<file path="src/rtl/banco_reg_param_if.sv">
// Register-file access bus: decode reads/reservations, write-back writes.
// Parameters must match the banco_reg_param instance attached to it.
interface banco_reg_param_if #(
  parameter int LARGURA     = 64,
  parameter int NUM_REGS    = 32,
  parameter int NUM_LEITURA = 2
);
  localparam int AW = $clog2(NUM_REGS);
  localparam int CW = $clog2(NUM_REGS + 1);

  logic                           rf_we;
  logic [AW-1:0]                  endereco_regd;
  logic [LARGURA-1:0]             dado_escrita;
  logic [NUM_LEITURA*AW-1:0]      endereco_leitura;
  logic [NUM_LEITURA*LARGURA-1:0] valor_leitura;
  logic                           reserva_en;
  logic [AW-1:0]                  endereco_reserva;
  logic [NUM_LEITURA-1:0]         ocupado;
  logic [CW-1:0]                  num_pendentes;

  modport master (
    output rf_we, endereco_regd, dado_escrita,
    output endereco_leitura, reserva_en,
    output endereco_reserva,
    input  valor_leitura, ocupado, num_pendentes
  );

  modport slave (
    input  rf_we, endereco_regd, dado_escrita,
    input  endereco_leitura, reserva_en,
    input  endereco_reserva,
    output valor_leitura, ocupado, num_pendentes
  );
endinterface

</file>
<file path="src/rtl/banco_reg_param.sv">
// Parametrised register file with write bypass and
// a per-register pending-write scoreboard for RAW hazards.
module banco_reg_param #(
  parameter int LARGURA      = 64,
  parameter int NUM_REGS     = 32,
  parameter int NUM_LEITURA  = 2,
  parameter int BYPASS       = 1,
  parameter int RESET_INDICE = 1
) (
  input logic clk,
  input logic rst_n,
  banco_reg_param_if.slave bus
);
  localparam int AW = $clog2(NUM_REGS);
  localparam int CW = $clog2(NUM_REGS + 1);
  localparam logic [AW:0] LIM = (AW+1)'(NUM_REGS);

  // r0 and out-of-range addresses are never real targets
  function automatic logic valido(
    input logic [AW-1:0] a
  );
    return (a != '0) && ({1'b0, a} < LIM);
  endfunction

  logic [LARGURA-1:0]  mem [NUM_REGS];
  logic [NUM_REGS-1:0] pend;
  logic [CW-1:0]       cnt;

  logic [AW-1:0] wa;
  logic [AW-1:0] ra;
  logic          wr_ok;
  logic          rs_ok;
  logic          mesmo;
  logic          inc;
  logic          dec;

  assign wa = bus.endereco_regd;
  assign ra = bus.endereco_reserva;

  // Held reset hides any in-flight write from the read path
  assign wr_ok = rst_n && bus.rf_we && valido(wa);
  assign rs_ok = rst_n && bus.reserva_en && valido(ra);
  assign mesmo = rs_ok && (ra == wa);

  // Reservation set wins over the write clear on one register
  assign inc = rs_ok && !pend[ra];
  assign dec = wr_ok && pend[wa] && !mesmo;

  // Storage, pending bits and incremental pending count
  always_ff @(posedge clk or negedge rst_n) begin
    if (!rst_n) begin
      for (int i = 0; i < NUM_REGS; i++) begin
        mem[i] <= (RESET_INDICE != 0) ? LARGURA'(i) : '0;
      end
      pend <= '0;
      cnt  <= '0;
    end else begin
      if (wr_ok) begin
        mem[wa]  <= bus.dado_escrita;
        pend[wa] <= 1'b0;
      end
      if (rs_ok) begin
        pend[ra] <= 1'b1;
      end
      cnt <= cnt + CW'(inc) - CW'(dec);
    end
  end

  logic [NUM_LEITURA*LARGURA-1:0] rd_val;
  logic [NUM_LEITURA-1:0]         rd_oc;
  logic [AW-1:0]                  a;
  logic                           byp;

  // Combinational read ports with optional same-cycle forwarding
  always_comb begin
    rd_val = '0;
    rd_oc  = '0;
    a      = '0;
    byp    = 1'b0;
    for (int k = 0; k < NUM_LEITURA; k++) begin
      a   = bus.endereco_leitura[k*AW +: AW];
      byp = (BYPASS != 0) && wr_ok && (a == wa);
      if (valido(a)) begin
        rd_val[k*LARGURA +: LARGURA] =
          byp ? bus.dado_escrita : mem[a];
        rd_oc[k] = pend[a] &&
          !(byp && !(rs_ok && (ra == a)));
      end
    end
  end

  assign bus.valor_leitura = rd_val;
  assign bus.ocupado       = rd_oc;
  assign bus.num_pendentes = cnt;
endmodule
</file>
<file path="src/flat_wrapper.sv">
// flat-port wrapper written by rule: the top's interface ports become plain ports
module banco_reg_param_flat 
#(
  parameter int LARGURA      = 64,
  parameter int NUM_REGS     = 32,
  parameter int NUM_LEITURA  = 2,
  parameter int BYPASS       = 1,
  parameter int RESET_INDICE = 1
)
  (clk, rst_n, bus_rf_we, bus_endereco_regd, bus_dado_escrita, bus_endereco_leitura, bus_reserva_en, bus_endereco_reserva, bus_valor_leitura, bus_ocupado, bus_num_pendentes);
  banco_reg_param_if #(.LARGURA(LARGURA), .NUM_REGS(NUM_REGS), .NUM_LEITURA(NUM_LEITURA)) bus_i ();
  input logic clk;
  input logic rst_n;
  input wire logic [$bits(bus_i.rf_we)-1:0] bus_rf_we;
  input wire logic [$bits(bus_i.endereco_regd)-1:0] bus_endereco_regd;
  input wire logic [$bits(bus_i.dado_escrita)-1:0] bus_dado_escrita;
  input wire logic [$bits(bus_i.endereco_leitura)-1:0] bus_endereco_leitura;
  input wire logic [$bits(bus_i.reserva_en)-1:0] bus_reserva_en;
  input wire logic [$bits(bus_i.endereco_reserva)-1:0] bus_endereco_reserva;
  output wire logic [$bits(bus_i.valor_leitura)-1:0] bus_valor_leitura;
  output wire logic [$bits(bus_i.ocupado)-1:0] bus_ocupado;
  output wire logic [$bits(bus_i.num_pendentes)-1:0] bus_num_pendentes;
  assign bus_i.rf_we = bus_rf_we;
  assign bus_i.endereco_regd = bus_endereco_regd;
  assign bus_i.dado_escrita = bus_dado_escrita;
  assign bus_i.endereco_leitura = bus_endereco_leitura;
  assign bus_i.reserva_en = bus_reserva_en;
  assign bus_i.endereco_reserva = bus_endereco_reserva;
  assign bus_valor_leitura = bus_i.valor_leitura;
  assign bus_ocupado = bus_i.ocupado;
  assign bus_num_pendentes = bus_i.num_pendentes;
  banco_reg_param #(.LARGURA(LARGURA), .NUM_REGS(NUM_REGS), .NUM_LEITURA(NUM_LEITURA), .BYPASS(BYPASS), .RESET_INDICE(RESET_INDICE)) u_core (.clk(clk), .rst_n(rst_n), .bus(bus_i));
endmodule
</file>
<file path="config.mk">
export PLATFORM = sky130hd
export DESIGN_NAME = banco_reg_param_flat
export DESIGN_NICKNAME = d
export VERILOG_FILES = /design/src/rtl/banco_reg_param_if.sv /design/src/rtl/banco_reg_param.sv /design/src/flat_wrapper.sv
export SDC_FILE = /design/constraint.sdc
export NUM_CORES = 2
export LEC_CHECK = 0
export BUFFER_PORTS_ARGS = -buffer_cell sky130_fd_sc_hd__buf_2
export CAP_MARGIN = 5
export CORE_ASPECT_RATIO = 2
export CORE_MARGIN = 2
export CORE_UTILIZATION = 40
export CTS_CLUSTER_SIZE = 14
export DETAILED_ROUTE_END_ITERATION = 12
export SETUP_SLACK_MARGIN = 0.3
export SYNTH_ARGS = -nofsm -noshare
export SYNTH_HDL_FRONTEND = slang
export SYNTH_SLANG_ARGS = --single-unit
</file>
<file path="constraint.sdc">
create_clock -name clk -period 3.6 [get_ports clk]
set_clock_uncertainty 0.05 [all_clocks]
set_input_delay 0.36 -clock clk [delete_from_list [all_inputs] [get_ports clk]]
set_output_delay 0.36 -clock clk [all_outputs]
set_load 0.1 [all_outputs]
</file>
==> results.json <==
{
  "tns_ps": -61.60,
  "rsz0062_at_grt": "yes",
  "synthCells": 7870,
  "seqCellArea_mm2": 0.05230,
  "vias": 79836,
  "drt_first_pass_iters": 7,
  "clock_latency_ps": 890,
  "drt_wl_total_um": 444600,
  "fin_crit_sh_pct": 101.7,
  "async_flop_share_pct": 100.0,
  "slew_violations": 0,
  "drive_gt1_share_pct": 55.34,
  "min_from": "bus_dado_escrita[38]",
  "power.density_mw_per_mm2": 501.8,
  "antenna_found_initial": 18,
  "cts.sinks": 2086,
  "p_sw_mw": 19.84,
  "grt.total_usage_pct": 30.46,
  "seqPwrFrac_pct": 43.0,
  "yosysTopAreaCellShare_pct": 44.37,
  "start_util_pct": 40.15,
  "hold_class": "in -> reg",
  "combinationalPowerShare_pct": 21.9,
  "drv_cap": 0,
  "grt-ovfl-total": 0,
  "tightest_slew_ps": 1045,
  "p_sw_share_pct": 29.50,
  "worstPathRequired_ps": 3190,
  "final_hold_viol_count": 0,
  "cts_buffers": 211,
  "final_util_pct": 47.58,
  "nFillCells": 24754,
  "multi_input_area_mm2": 0.05806,
  "yosys.area.top_type": "dfrtp_1",
  "area_growth_pct": 18.49,
  "place_congestion": 0.9117,
  "grt_pass1_vias": 79436,
  "dpl_cell_area_mm2": 0.1249,
  "dp_slack_ps": -26.64,
  "syn-num-nets": 7965,
  "htreeDepth": 4,
  "period_needed_ps": 3662,
  "clockBufferDepth": 4,
  "ys_top_cells_by_count": "mux2_2, dfrtp_1, mux4_2",
  "std_cell_rows": 276,
  "setup_viol": 1,
  "seq_area_frac_synth_pct": 46.22,
  "peakVddDrop_mv": 0.5497,
  "cp-end-kind": "output port",
  "ys_warn_count": 0,
  "yosysUniqueCellTypes": 82,
  "status": "finished, violations left",
  "finalWorstSetupSlack_ps": -61.60,
  "avgSynthCellArea_um2": 14.38,
  "cp-startpoint": "u_core.mem[1310]",
  "dr.first_iter.drc_count": 8987,
  "wire_per_inst_um": 36.81,
  "worst_setup_path_start_kind": "register",
  "design_area_mm2": 0.1341,
  "crit_fanout": 3,
  "cts-root-buf": "clkbuf_16",
  "grt_pass1_wl_um": 628500,
  "arrival_ps": 3250,
  "die_x_um": 380.1,
  "synth_seq_cells": 2086,
  "dp_hpwl_um": 289100,
  "die-area_mm2": 0.2874,
  "worst_r2r_startpoint": "u_core.pend[29]",
  "critPathKind": "reg -> out",
  "grt_max_degree": 152,
  "timing.fmax_mhz": 273.1,
  "final_nets": 8241,
  "p_clk_share_pct": 35.2,
  "ant_nets": 0,
  "ys_top_cells_by_area": "dfrtp_1, mux2_2, mux4_2, mux2i_1, dfstp_2",
  "io_pins": 224,
  "synth_ff_type": "dfrtp_1",
  "slew_headroom_pct": 30.36,
  "p_leak_nw": 59.45,
  "viasPerCell": 6.609,
  "drc_errors": 0,
  "yosysMostFrequentCell": "mux2_2",
  "syn_area_mm2": 0.1131,
  "intPower_mw": 47.43,
  "die_h_um": 756.1,
  "violations": "negative setup slack",
  "synth_edf_count": 0,
  "core_area_mm2": 0.2818,
  "cts_tree": "yes",
  "numPortBuffers": 223,
  "path_clk_slew_ps": 60
}
-- power by group through the flow --
stage                     clock, mW  sequential, mW  combinational (mW)
after detailed placement          0            29.2                14.1
after CTS                      23.9            28.8                14.5
after floorplan                   0            28.7                9.63
final                          23.7            28.9                14.7
after global routing           24.7            29.2                15.4
after global placement            0            29.0                14.0
-- routing by layer --
layer	GRT usage, %	share of wire [%]	vias to the layer above
met4	16.61	6.6	24
met1	40.97	39	43178
met2	45.91	45	4525
met3	6.673	9.5	1149
met5	0	0.038	-
li1	-	-	30960
-- worst max-delay path: stages (launching register included) --
cell and delay [ps]:
dfrtp_1 390, mux4_4 600, mux4_2 540, and3_4 200, a221o_1 290, buf_12 160
buf_12 160
-- kinds of logic after synthesis --
kind of cell             share of synthesized area [%]
flip-flops                                       46.22
AND/OR/NAND/NOR                                  2.618
adder cells (fa/ha/maj)                        0.08404
AO/OA/AOI/OAI                                    5.389
multiplexers                                     41.34
buffers and inverters                            4.112
XOR/XNOR                                        0.2322
-- cell usage in the layout (no fill, tap or decap), types with 67 or more instances in the layout --
| cell | count |
|---|---|
| mux2i_1 | 424 |
| mux4_2 | 856 |
| mux2_2 | 2034 |
| nor3_1 | 67 |
| a22oi_1 | 85 |
| nor2_1 | 166 |
| clkbuf_16 | 218 |
| dfstp_2 | 80 |
| buf_2 | 86 |
| nand2_1 | 106 |
| buf_12 | 326 |
| dfrtp_1 | 2005 |
| o22ai_1 | 148 |
| o21ai_0 | 101 |
| buf_4 | 513 |
-- path summary, 6_finish.rpt --
path	end	slack, ps	depth (start not counted)
hold / removal	u_core.mem[998]	60	2
hold reg to reg	u_core.mem[2046]	350	0
max in group asynchronous	u_core.mem[905]	810	6
setup reg to reg	u_core.bus.num_pendentes[4]	500	13
setup / recovery	bus_valor_leitura[30]	-60	6
min in group asynchronous	u_core.pend[31]	160	3
-- stage by stage --
step           instances  hold WS (ps)  power, mW
3_5_place_dp       11622         156.0      43.33
2_1_floorplan       7870         14.41      38.28
6_report           12079         64.69      67.28
5_1_grt            12070         85.08      69.38
3_3_place_gp       11622         158.2      43.01
4_1_cts            12038         32.22      67.12
-- what timing repair did --
item / CTS / global route
gates cloned: 2 / 1
hold buffers: 10 / 0
pin swaps: 34 / 28
resized for setup: 174 / 98
endpoints found under the setup margin: 118 / 75
setup buffers: 21 / 30
hold endpoints to repair: 321 / 0
-- sequential cells by signal, indices dropped and copies added, names as in the netlist --
| signal | count |
|---|---|
| u_core.bus.num_pendentes | 6 |
| u_core.mem | 2048 |
| u_core.pend | 32 |
-- final cells by class --
| type | instances | area share [%] |
|---|---|---|
| well taps | 3753 | 3.503 |
| clock buffers | 311 | 4.724 |
| flip-flops and latches | 2086 | 39.01 |
| inverters | 29 | 0.08680 |
| clock inverters | 72 | 0.6757 |
| diodes | 10 | 0.01867 |
| multi-input cells | 4835 | 43.31 |
| repair buffers | 983 | 8.672 |
Note: power is estimated with default switching activity, not from simulation.
